**config.mk**
```make
export PLATFORM = sky130hd
export DESIGN_NAME = core_seq_ctrl
export DESIGN_NICKNAME = d
export VERILOG_FILES = /design/src/rtl/core_seq_ctrl.sv
export SDC_FILE = /design/constraint.sdc
export NUM_CORES = 1
export LEC_CHECK = 0
export ABC_AREA = 1
export BUFFER_PORTS_ARGS = -buffer_cell sky130_fd_sc_hd__clkbuf_2
export CAP_MARGIN = 5
export CORE_AREA = 2 2 152 154
export CTS_BUF_LIST = sky130_fd_sc_hd__clkbuf_16
export DETAILED_ROUTE_END_ITERATION = 7
export DIE_AREA = 0 0 154 156
export GPL_TIMING_DRIVEN = 1
export PLACE_DENSITY = 0.87
export SYNTH_ARGS = -nofsm -noshare
export SYNTH_HDL_FRONTEND = slang
export SYNTH_SLANG_ARGS = --single-unit
```
**constraint.sdc**
```tcl
create_clock -name clk -period 5.1 [get_ports clk]
set_clock_uncertainty 0.05 [all_clocks]
set_input_delay 0 -clock clk [delete_from_list [all_inputs] [get_ports clk]]
set_output_delay 0 -clock clk [all_outputs]
set_load 0.005 [all_outputs]
```
**src/rtl/core_seq_ctrl.sv**
```systemverilog
// core_seq_ctrl: multi-cycle FETCH/DECODE/EXEC/MEM/WB sequencer for an RV32I core, one instruction in flight.
// Optional perf counters are built when CORE_SEQ_PERF_CNT_EN is defined.
module core_seq_ctrl #(
    parameter logic [31:0] RESET_PC = 32'h0000_0000
) (
    input  logic        clk,
    input  logic        rst,
    output logic        imem_req,
    output logic [31:0] imem_addr,
    input  logic        imem_ready,
    input  logic [31:0] imem_rdata,
    output logic        dmem_req,
    output logic        dmem_we,
    output logic [31:0] dmem_addr,
    input  logic        dmem_ready,
    input  logic [31:0] dmem_rdata,
    output logic [6:0]  alu_opcode,
    output logic [2:0]  alu_funct3,
    output logic [31:0] alu_imm,
    output logic [31:0] alu_pc,
    input  logic [31:0] alu_busC,
    input  logic        alu_take_jmp,
    input  logic [31:0] rs1_data,
    output logic [4:0]  rf_rs1,
    output logic [4:0]  rf_rs2,
    output logic [4:0]  rf_rd,
    output logic        rf_we,
    output logic        rf_wsel,
    output logic [31:0] ctrl_wdata,
    output logic        retire,
    output logic        fault,
    output logic [31:0] cyc_cnt,
    output logic [31:0] ret_cnt
);

    localparam logic [6:0] OPC_LUI    = 7'b0110111;
    localparam logic [6:0] OPC_AUIPC  = 7'b0010111;
    localparam logic [6:0] OPC_JAL    = 7'b1101111;
    localparam logic [6:0] OPC_JALR   = 7'b1100111;
    localparam logic [6:0] OPC_BRANCH = 7'b1100011;
    localparam logic [6:0] OPC_LOAD   = 7'b0000011;
    localparam logic [6:0] OPC_STORE  = 7'b0100011;
    localparam logic [6:0] OPC_OPIMM  = 7'b0010011;
    localparam logic [6:0] OPC_OP     = 7'b0110011;

    typedef enum logic [2:0] {
        S_FETCH, S_DECODE, S_EXEC, S_MEM, S_WB, S_HALT
    } state_t;

    state_t      state_q, state_d;
    logic [31:0] pc_q, pc_d;
    logic [31:0] ir_q, ir_d;
    logic [31:0] addr_q, addr_d;
    logic        take_q, take_d;
    logic [31:0] ldata_q, ldata_d;
    logic        fault_q, fault_d;

    logic [6:0]  opc;
    logic        is_load, is_store, is_branch, is_auipc, is_jal, is_jalr, legal;
    logic [31:0] imm, wb_npc, jalr_sum;

    assign opc       = ir_q[6:0];
    assign is_load   = (opc == OPC_LOAD);
    assign is_store  = (opc == OPC_STORE);
    assign is_branch = (opc == OPC_BRANCH);
    assign is_auipc  = (opc == OPC_AUIPC);
    assign is_jal    = (opc == OPC_JAL);
    assign is_jalr   = (opc == OPC_JALR);
    assign legal     = (opc == OPC_LUI) || is_auipc || is_jal || is_jalr || is_branch ||
                       is_load || is_store || (opc == OPC_OPIMM) || (opc == OPC_OP);

    // OP carries a shamt-style field in funct7 for the ALU's add/sub and shift-right variants
    always_comb begin
        imm = 32'd0;
        case (opc)
            OPC_OPIMM, OPC_LOAD, OPC_JALR: imm = {{20{ir_q[31]}}, ir_q[31:20]};
            OPC_STORE:  imm = {{20{ir_q[31]}}, ir_q[31:25], ir_q[11:7]};
            OPC_BRANCH: imm = {{19{ir_q[31]}}, ir_q[31], ir_q[7], ir_q[30:25], ir_q[11:8], 1'b0};
            OPC_LUI, OPC_AUIPC: imm = {ir_q[31:12], 12'b0};
            OPC_JAL:    imm = {{11{ir_q[31]}}, ir_q[31], ir_q[19:12], ir_q[20], ir_q[30:21], 1'b0};
            OPC_OP: begin
                if (ir_q[14:12] == 3'b000)      imm = {25'b0, ir_q[31:25]};
                else if (ir_q[14:12] == 3'b101) imm = {20'b0, ir_q[31:25], 5'b0};
                else                            imm = 32'd0;
            end
            default: imm = 32'd0;
        endcase
    end

    assign jalr_sum = rs1_data + imm;

    always_comb begin
        wb_npc = pc_q + 32'd4;
        if (is_jal)                   wb_npc = pc_q + imm;
        else if (is_jalr)             wb_npc = {jalr_sum[31:1], 1'b0};
        else if (is_branch && take_q) wb_npc = pc_q + imm;
    end

    always_comb begin
        state_d  = state_q;
        pc_d     = pc_q;
        ir_d     = ir_q;
        addr_d   = addr_q;
        take_d   = take_q;
        ldata_d  = ldata_q;
        fault_d  = fault_q;
        imem_req = 1'b0;
        dmem_req = 1'b0;
        dmem_we  = 1'b0;
        rf_we    = 1'b0;
        rf_wsel  = 1'b0;
        retire   = 1'b0;
        case (state_q)
            S_FETCH: begin
                imem_req = 1'b1;
                if (imem_ready) begin
                    ir_d    = imem_rdata;
                    state_d = S_DECODE;
                end
            end
            S_DECODE: begin
                if (legal) begin
                    state_d = S_EXEC;
                end else begin
                    state_d = S_HALT;
                    fault_d = 1'b1;
                end
            end
            S_EXEC: begin
                addr_d = alu_busC;
                if (is_branch) take_d = alu_take_jmp;
                state_d = (is_load || is_store) ? S_MEM : S_WB;
            end
            S_MEM: begin
                dmem_req = 1'b1;
                dmem_we  = is_store;
                if (dmem_ready) begin
                    if (is_store) begin
                        pc_d    = pc_q + 32'd4;
                        retire  = 1'b1;
                        state_d = S_FETCH;
                    end else begin
                        ldata_d = dmem_rdata;
                        state_d = S_WB;
                    end
                end
            end
            S_WB: begin
                rf_we   = (ir_q[11:7] != 5'd0) && !is_branch;
                rf_wsel = is_load || is_auipc;
                // a misaligned target still commits rd but freezes pc at the faulting instruction
                if (wb_npc[1:0] != 2'b00) begin
                    state_d = S_HALT;
                    fault_d = 1'b1;
                end else begin
                    pc_d    = wb_npc;
                    retire  = 1'b1;
                    state_d = S_FETCH;
                end
            end
            S_HALT:  state_d = S_HALT;
            default: state_d = S_HALT;
        endcase
        if (rst) retire = 1'b0;
    end

    always_ff @(posedge clk) begin
        if (rst) begin
            state_q <= S_FETCH;
            pc_q    <= RESET_PC;
            ir_q    <= 32'd0;
            addr_q  <= 32'd0;
            take_q  <= 1'b0;
            ldata_q <= 32'd0;
            fault_q <= 1'b0;
        end else begin
            state_q <= state_d;
            pc_q    <= pc_d;
            ir_q    <= ir_d;
            addr_q  <= addr_d;
            take_q  <= take_d;
            ldata_q <= ldata_d;
            fault_q <= fault_d;
        end
    end

    assign imem_addr  = pc_q;
    assign dmem_addr  = addr_q;
    assign alu_opcode = opc;
    assign alu_funct3 = ir_q[14:12];
    assign alu_imm    = imm;
    assign alu_pc     = pc_q;
    assign rf_rs1     = ir_q[19:15];
    assign rf_rs2     = ir_q[24:20];
    assign rf_rd      = ir_q[11:7];
    assign ctrl_wdata = is_auipc ? (pc_q + imm) : ldata_q;
    assign fault      = fault_q;

`ifdef CORE_SEQ_PERF_CNT_EN
    logic [31:0] cyc_q, cyc_d, ret_q, ret_d;

    assign cyc_d = cyc_q + 32'd1;
    assign ret_d = retire ? ret_q + 32'd1 : ret_q;

    always_ff @(posedge clk) begin
        if (rst) begin
            cyc_q <= 32'd0;
            ret_q <= 32'd0;
        end else begin
            cyc_q <= cyc_d;
            ret_q <= ret_d;
        end
    end

    assign cyc_cnt = cyc_q;
    assign ret_cnt = ret_q;
`else
    assign cyc_cnt = 32'd0;
    assign ret_cnt = 32'd0;
`endif

endmodule
```
Word-level counts from Yosys, hierarchy flattened
Cells that the tools add are included.
Widths: inputs -> output; s select.
Word-level totals
  flip-flop bits (word level): 133
  input port bits: 133
  output and inout bits: 256
Cells by class
  add/sub/neg operators: 3
  equality and inequality tests: 20
  muxes and demuxes: 31
  bitwise gates (word level): 1
  reductions and logical operators: 27
Operators by type and width (number)
  $mux 32: 7
  $pmux 32 s6: 1
  $add 32x32->32: 2
  $pmux 32 s2: 1
  $add 32x3->32 const B: 1
  $mux 12: 2
  $eq 7x6->1 const B: 3
  $eq 7x7->1 const B: 3
  $mux 3: 6
  $pmux 3 s5: 1
  $eq 7x5->1 const B: 2
  $ne 2x2->1 const B: 6
  $mux 1: 11
  $logic_or 1x1->1: 10
  $eq 7x2->1 const B: 1
  $eq 3x2->1 const B: 2
  $eq 3x3->1 const B: 2
  $logic_not 3->1: 2
  $reduce_and 2->1: 3
  $reduce_and 3->1: 2
  $reduce_bool 2->1: 3
  $reduce_bool 5->1: 1
  $pmux 1 s2: 2
  $reduce_and 4->1: 1
  6 further kinds: 7

Logic depth before layout (Yosys ltp)
Gate-level depths: netlist of run 1.
  word-level depth: 12
  mapped depth: 28

Worst setup path after synthesis of run 1
No wires, ideal clock.
  path type: flip-flop to flip-flop
  start point: register ir_q[4]
  end point: register pc_q[17] (netlist: alu_pc[17])
  library setup time: 112 ps
  arrival time: 3451 ps
  setup slack: 1487 ps
  cell stages (with the launch flop): 26
  path buffers: 1
  clock period less this slack: 3613 ps
  path through: dfxtp_1 inv_2 nand2_2 nor2_4 nand4_2 buf_4 nand2_1 inv_1 nor2_1 a221oi_1 inv_1 ha_1 nand3_1 nand2_1 a21oi_1 o21bai_1 a21oi_1 o21ai_0 a21oi_1 nand2_1 nand3_1 nand2_1 inv_1 nand2_1 nand2_1 nand2_1
On the way
  word-level cells in the longest chain between the ends: 10
  elaborated cells between the ends (all ways): 24
  those cells by class: add/sub (2); eq/ne (11); mux (6); reduce/logical (5)
Ends and longest elaborated chain
  from (decl): line 52  | logic [31:0] ir_q, ir_d;
  from (signal assigned): line 179  | ir_q <= ir_d;
  $eq 7x2->1 (tied with other cells): line 75  | case (opc)
  $reduce_or 3->1 or $reduce_or 2->1 (tied branches): line 75
  $pmux 32 s6 (*): line 75
  net alu_imm[1]: line 19  | output logic [31:0] alu_imm,
  $add 32x32->32: line 94, 96
  $mux 32: line 96  | else if (is_branch && take_q) wb_npc = pc_q + imm;
  $mux 32: line 95  | else if (is_jalr) wb_npc = {jalr_sum[31:1], 1'b0};
  $mux 32 (*): line 94  | if (is_jal) wb_npc = pc_q + imm;
  $reduce_bool 2->1: line 152  | if (wb_npc[1:0] != 2'b00) begin
  $ne 2x2->1 (no line)
  $reduce_and 4->1 (no line)
  to (signal assigned): line 178  | pc_q <= pc_d;
  to (decl): line 51  | logic [31:0] pc_q, pc_d;
The timed path passes the listed nets; every way through them passes the cells marked *. The select of a mux whose other input is x is not followed.
A chain may end at the register's enable or synchronous reset.

Worst setup path after layout of run 1
  start point: register ir_q[4]
  end point: output ctrl_wdata[26]
On the way
  word-level cells in the longest chain between the ends: 5
  elaborated cells between the ends (all ways): 14
  those cells by class: add/sub (1); eq/ne (9); mux (2); reduce/logical (2)
Ends and longest elaborated chain
  $eq 7x2->1 (tied with other cells): line 75
  $reduce_or 3->1 or $reduce_or 2->1 (tied branches): line 75
  $pmux 32 s6: line 75
  $add 32x32->32: line 196  | assign ctrl_wdata = is_auipc ? (pc_q + imm) : ldata_q;
  $mux 32 (*): line 196
  to (decl): line 29  | output logic [31:0] ctrl_wdata,
Mark *: on every way between the ends. The rest lies on a longest branch, timed or not.

==> results of run 1 <==
==> kinds of logic (layout without fill, tap and decap cells) <==
kind of cell,Yosys count,count (layout)
xor gates and xnor gates,46,46
adders and majority gates,64,64
other,1,64
DFF,133,133
AOI/OAI and AO/OA,459,459
and+or+nand+nor,733,733
buffers and inverters,346,646
==> layout make-up <==
cell class                      instances  area [sq um]  share of cell area (%)
Tap cell                              285           357                    2.49
Timing Repair Buffer                  444          2780                    19.5
Clock buffer                           17           425                    2.97
Multi-Input combinational cell       1366          7280                    50.9
Inverter                              170           638                    4.46
Sequential cell                       133          2660                    18.6
Clock inverter                         15           160                    1.12
==> what timing repair did <==
| item | in CTS | in global routing |
|---|---|---|
| resized for setup | 0 | 7 |
| hold buffers | 104 | 0 |
| endpoints found under the hold margin | 98 | 0 |
| endpoints found under the setup margin | 0 | 14 |
==> Yosys cell counts, types with 16 or more instances <==
cell type | n | area, sq um
xnor2_1 | 16 | 140
buf_4 | 124 | 931
nor3_1 | 28 | 140
xor2_1 | 30 | 263
clkbuf_1 | 43 | 161
nor2_1 | 186 | 698
nand2_1 | 328 | 1230
dfxtp_1 | 133 | 2660
a21oi_1 | 179 | 896
inv_1 | 159 | 597
o211ai_1 | 16 | 120
ha_1 | 62 | 776
o21ai_0 | 188 | 941
nand3_1 | 114 | 571
==> worst register-to-register path, stage by stage (launching register included) <==
cell     delay [ns]
dfxtp_1        0.44
inv_2          0.08
nand2_2        0.11
nor2_4         0.06
nand2_2        0.10
inv_2          0.07
nand2_1        0.26
o21ai_0        0.16
nor2_1         0.49
o21ai_0        0.44
ha_1           0.48
a21oi_1        0.28
o21ai_0        0.16
a21oi_1        0.23
nand3_1        0.16
nand2_1        0.10
nand2_1        0.08
or2_2          0.29
nand3_1        0.10
o21ai_0        0.10
nand2_1        0.06
nand2_1        0.05
nand2_1        0.05
o21ai_1        0.06
==> stage by stage <==
stage          utilization, %  std cells  total power, mW
2_1_floorplan               -       1845             1.40
3_3_place_gp             56.5       2294             1.49
3_5_place_dp             56.5       2294             1.50
4_1_cts                  63.7       2430             2.79
5_1_grt                  63.9       2430             2.90
6_report                 63.9       2430             2.81
==> worst max path at each step <==
stage,cells after the start,slack (ns),endpoint
after global routing,20,-0.05,ctrl_wdata[26]
after CTS,18,0.14,ctrl_wdata[18]
after global placement,19,0.58,alu_pc[18]$_SDFFE_PP0P_
after floorplan,25,1.49,alu_pc[17]$_SDFFE_PP0P_
after detailed placement,19,0.45,alu_pc[18]$_SDFFE_PP0P_
final,20,0.26,ctrl_wdata[26]
==> flip-flops by register name (all words and copies together) (netlist names) <==
signal	flops
take_q	1
ldata_q	32
alu_pc	32
state_q	3
ir_q	32
dmem_addr	32
fault	1
==> power by group through the flow <==
| stage | registers, mW | logic (mW) | clock network, mW |
|---|---|---|---|
| CTS | 1.11 | 0.429 | 1.25 |
| finish | 1.11 | 0.449 | 1.25 |
| global route | 1.12 | 0.485 | 1.30 |
| global placement | 1.13 | 0.360 | 0 |
| floorplan | 1.12 | 0.280 | 0 |
| detailed placement | 1.13 | 0.364 | 0 |
==> layer usage <==
layer | vias up | routed length (um) | share of wire, %
met1 | 6261 | 18000 | 39
met5 | - | 0 | 0
met4 | 0 | 2690 | 5.8
met2 | 822 | 21600 | 47
li1 | 6511 | - | -
met3 | 183 | 4030 | 8.7
==> flow_summary.toml, run 1 <==
[grt]
grt_use_total_pct = 37.5
grt_max_degree = 59
grt_use_met3_pct = 7.14
grt-busiest-layer = "met2"
use_met2_pct = 63.5
grt_pass1_vias = 13000
met1_usage_pct = 44.6
antenna_found_initial = 0
grt_overflow = 0
grt_pass1_wl_um = 70700

[min_path]
hold-path-endpoint = "fault$_SDFFE_PP0P_"
hold_start = "rst"
min_delay_path_depth = 3
hold_class = "in -> reg"

[routing]
vias = 13800
viasPerCell = 5.67
antenna_left = 0
routedWlPerCell_um = 19.0
drt_pass1_iterations = 7
drcViolationCount = 0
drtIter0Drc = 1262
wirelength_um = 46300

[placement]
dpl_cell_area_sq_mm = 0.0126
place_congestion = 1.03
port_buffers = 324
pre_cts_ws_ns = 0.450
dp_hpwl_um = 34700

[cts]
cts_tree = "built"
path_clk_slew_ns = 0.07
clk_latency_ns = 0.43
cts-root-buf = "clkbuf_16"
cts_buffers = 17
postCtsSetupRepairBufs = 0
clock-sinks = 133
cts_buffer_depth = 2
htreeDepth = 4

[floorplanning]
die_x_um = 154
coreArea_sq_mm = 0.0224
die_area_sq_mm = 0.0240
fp-row-count = 55
ios = 389
die_h_um = 156
start_util_pct = 51.2

[sta]
slew_viol_final = 0
worst_hold_slack_ns = 0.0780
tns_ns = 0
worst_pin_slew_ns = 1.05
layout_min_cycle_time_ns = 4.84
slew_headroom_pct = 30.2
rsz0062_at_grt = "yes"
fin_ws_ns = 0.264
fmax_ghz = 0.207
setup_viol = 0
hold_violations = 0
finalCritPeriodShare_pct = 94.8

[flow_run]
maxCapViolCount = 0

[yosys]
synth_ff_type = "dfxtp_1"
synth-edff-count = 0
synth_seq_area_share_pct = 23.2
synthXorXnorAreaFrac_pct = 3.52
synth_cells = 1782
yosys.area_share.simple_pct = 28.4
async_flop_share_pct = 0
ys_types = 56
synth_area_sq_mm = 0.0115
synth.area.mux_share_pct = 0
syn_area_per_cell_sq_um = 6.43
yosysWarningCount = 0
synth_compound_area_share_pct = 21.9
ys_ff_latch = 133
synth_top_family_by_area = "simple AND/OR/NAND/NOR gates"
synth-adder-area-share_pct = 7.12

[setup_path]
required_ns = 5.05
r2r_cells = 23
r2r_slack_ns = 0.53
rr_startpoint = "ir_q[4]$_SDFFE_PP0P_"
cp_cell_sequence = "inv_2 > nand2_2 > nor2_4 > nand2_2 > inv_2 > nand2_1 > o21ai_0 > nor2_1 > o21ai_0 > ha_1 > a21oi_1 > o21ai_0 > a21oi_1 > nand3_1 > nand2_1 > nand2_1 > or2_2 > nand3_1 > o21ai_0 > clkbuf_2"
slowest_delay_ns = 0.49
crit_family = "simple AND/OR/NAND/NOR gates"
startpoint = "ir_q[4]$_SDFFE_PP0P_"
cp.arrival_ns = 4.79
startpoint_type = "flop"
r2r_end = "alu_pc[26]$_SDFFE_PP0P_"
crit_type = "reg -> out"
path_common_cell = "o21ai_0"
crit_fanout = 11
endpoint_kind = "primary output"
slowest_stage = "nor2_1"
crit_buf_inv = 3

[layout]
mostFrequentLayoutCells = "nand2_1 (328), clkbuf_2 (324), o21ai_0 (188)"
layout-drive-gt1-share_pct = 20.6
final_nets = 2329
area_delta_synth_final_pct = 24.9
fillers = 2034
final_common_cell = "nand2_1"
design_area_sq_mm = 0.0143
antennaDiodeCount = 0

[pwr]
p_sw_share_pct = 31.8
p_int_mw = 1.91
vdd_drop_max_v = 0.000209
power.leakage_nw = 6.90
comb_power_share_pct = 16.0
powerDensity_mw_per_mm2 = 196
seqPwrFrac_pct = 39.6
p_switching_uw = 893
clkPwrFrac_pct = 44.4

[run_status]
status = "finished, final reports clean"
Note: power is estimated with default switching activity, not from simulation.
==> run 2: changes to the inputs <==
--- a/config.mk
+++ b/config.mk
@@ -14,6 +14,8 @@
 export DIE_AREA = 0 0 154 156
 export GPL_TIMING_DRIVEN = 1
 export PLACE_DENSITY = 0.87
+export RECOVER_POWER = 100
+export SKIP_LAST_GASP = 1
 export SYNTH_ARGS = -nofsm -noshare
 export SYNTH_HDL_FRONTEND = slang
 export SYNTH_SLANG_ARGS = --single-unit
==> run 2 against run 1 <==
Against the previous run:
- non-clock buffer count unchanged
- fmax about the same
- highest routed layer unchanged
- cell area down 0.31%
- utilization down 0.20 points
- critical endpoint unchanged
- clock-buffer cell count unchanged
- largest cell class unchanged
- first-iteration DRC count down 1.5%
- critical path type unchanged
- setup slack better by 0.0014 ns
- global-route usage unchanged
==> flow_summary.toml, run 2 (synthesis gave the netlist of run 1 again) <==
[sta]
worst_hold_slack_ns = 0.0750
fin_ws_ns = 0.265
slew_headroom_pct = 30.4
layout_min_cycle_time_ns = 4.84
fmax_ghz = 0.207
finalCritPeriodShare_pct = 94.8
slew_viol_final = 0
worst_pin_slew_ns = 1.04
rsz0062_at_grt = "yes"
hold_violations = 0
setup_viol = 0

[setup_path]
startpoint_type = "flop"
endpoint_kind = "primary output"
cp.arrival_ns = 4.79
crit_fanout = 11
crit_type = "reg -> out"
required_ns = 5.05

[layout]
area_delta_synth_final_pct = 24.5
final_core_util_pct = 63.7
layout-drive-gt1-share_pct = 18.9
final_common_cell = "nand2_1"
fillers = 2063
antennaDiodeCount = 0
mostFrequentLayoutCells = "nand2_1 (328), clkbuf_2 (288), o21ai_0 (188)"
final_nets = 2329

[pwr]
powerDensity_mw_per_mm2 = 196
power.leakage_nw = 6.78
vdd_drop_max_v = 0.000207

[placement]
place_congestion = 1.03
pre_cts_ws_ns = 0.450
dp_hpwl_um = 34700
port_buffers = 324

[grt]
grt_pass1_vias = 13000
grt_use_total_pct = 37.5
grt_overflow = 0
antenna_found_initial = 0
grt_max_degree = 59
grt_pass1_wl_um = 70700

[floorplanning]
die_x_um = 154
ios = 389
start_util_pct = 51.2
die_area_sq_mm = 0.0240
coreArea_sq_mm = 0.0224
fp-row-count = 55
die_h_um = 156

[routing]
drcViolationCount = 0
wirelength_um = 46100
drtIter0Drc = 1243
antenna_left = 0
routedWlPerCell_um = 19.0
vias = 13700
drt_pass1_iterations = 6
viasPerCell = 5.66

[cts]
cts_buffer_depth = 2
clk_latency_ns = 0.43
htreeDepth = 4
cts_tree = "built"
clock-sinks = 133
path_clk_slew_ns = 0.07
cts_buffers = 17
cts-root-buf = "clkbuf_16"

[run_status]
status = "finished, final reports clean"

[min_path]
hold_class = "in -> reg"

[flow_run]
maxCapViolCount = 0
## run 2: cell count changes in the layout (fill, tap and decap cells not counted)
cell,delta
clkbuf_2,-36
clkbuf_1,+36
## run 2: stage by stage
stage          std cells  power, mW  cell area [sq um]  setup TNS [ns]
2_1_floorplan       1845       1.40              11700               0
3_3_place_gp        2294       1.49              12600               0
3_5_place_dp        2294       1.50              12600               0
4_1_cts             2430       2.79              14300               0
5_1_grt             2430       2.89              14300         -0.0708
6_report            2430       2.80              14300               0
## run 2: worst paths after layout
kind,endpoint,slack (ns),startpoint,cells past startpoint
hold / removal,fault$_SDFFE_PP0P_,0.07,rst,3
hold reg to reg,ldata_q[30]$_SDFFE_PP0P_,0.40,ldata_q[30]$_SDFFE_PP0P_,2
setup reg to reg,alu_pc[26]$_SDFFE_PP0P_,0.54,ir_q[4]$_SDFFE_PP0P_,23
setup / recovery,ctrl_wdata[26],0.26,ir_q[4]$_SDFFE_PP0P_,20
## run 2: worst max-delay path: stages, from the launching register on
cell and delay, ns:
dfxtp_1 0.44, inv_2 0.08, nand2_2 0.11, nor2_4 0.06, nand2_2 0.10, inv_2 0.07
nand2_1 0.25, o21ai_0 0.15, nor2_1 0.49, o21ai_0 0.46, ha_1 0.50, nand2_1 0.17
nor4_2 0.49, nand3_1 0.17, nand3_1 0.14, nand2_1 0.07, nand2_1 0.09, or2_2 0.12
nand3_1 0.09, o21ai_0 0.14, clkbuf_2 0.16
## run 2: layout make-up
| class | instances | area [sq um] | area share (%) |
|---|---|---|---|
| clock buffers | 17 | 425 | 2.98 |
| well taps | 285 | 357 | 2.50 |
| flip-flops and latches | 133 | 2660 | 18.7 |
| repair buffers | 444 | 2740 | 19.2 |
| inverters | 170 | 638 | 4.48 |
| multi-input cells | 1366 | 7280 | 51.0 |
| clock inverters | 15 | 160 | 1.12 |
## run 2: timing repair
action / CTS / global route
hold buffers: 104 / 0
endpoints found under the setup margin: 0 / 14
gates resized for setup: 0 / 7
endpoints found under the hold margin: 98 / 0
buffers inserted: 0 / 0
## run 2: routing by layer
layer | GRT usage (%) | vias up | wire length, um
met3 | 7.14 | 179 | 3970
met5 | 0 | - | 0
met2 | 63.5 | 771 | 21500
met4 | 21.2 | 0 | 2730
met1 | 44.6 | 6284 | 17900
li1 | - | 6512 | -
## run 2: where the power goes
group	switching [mW]	internal (mW)
combinational	0.264	0.181
clock	0.585	0.656
sequential	0.0395	1.07
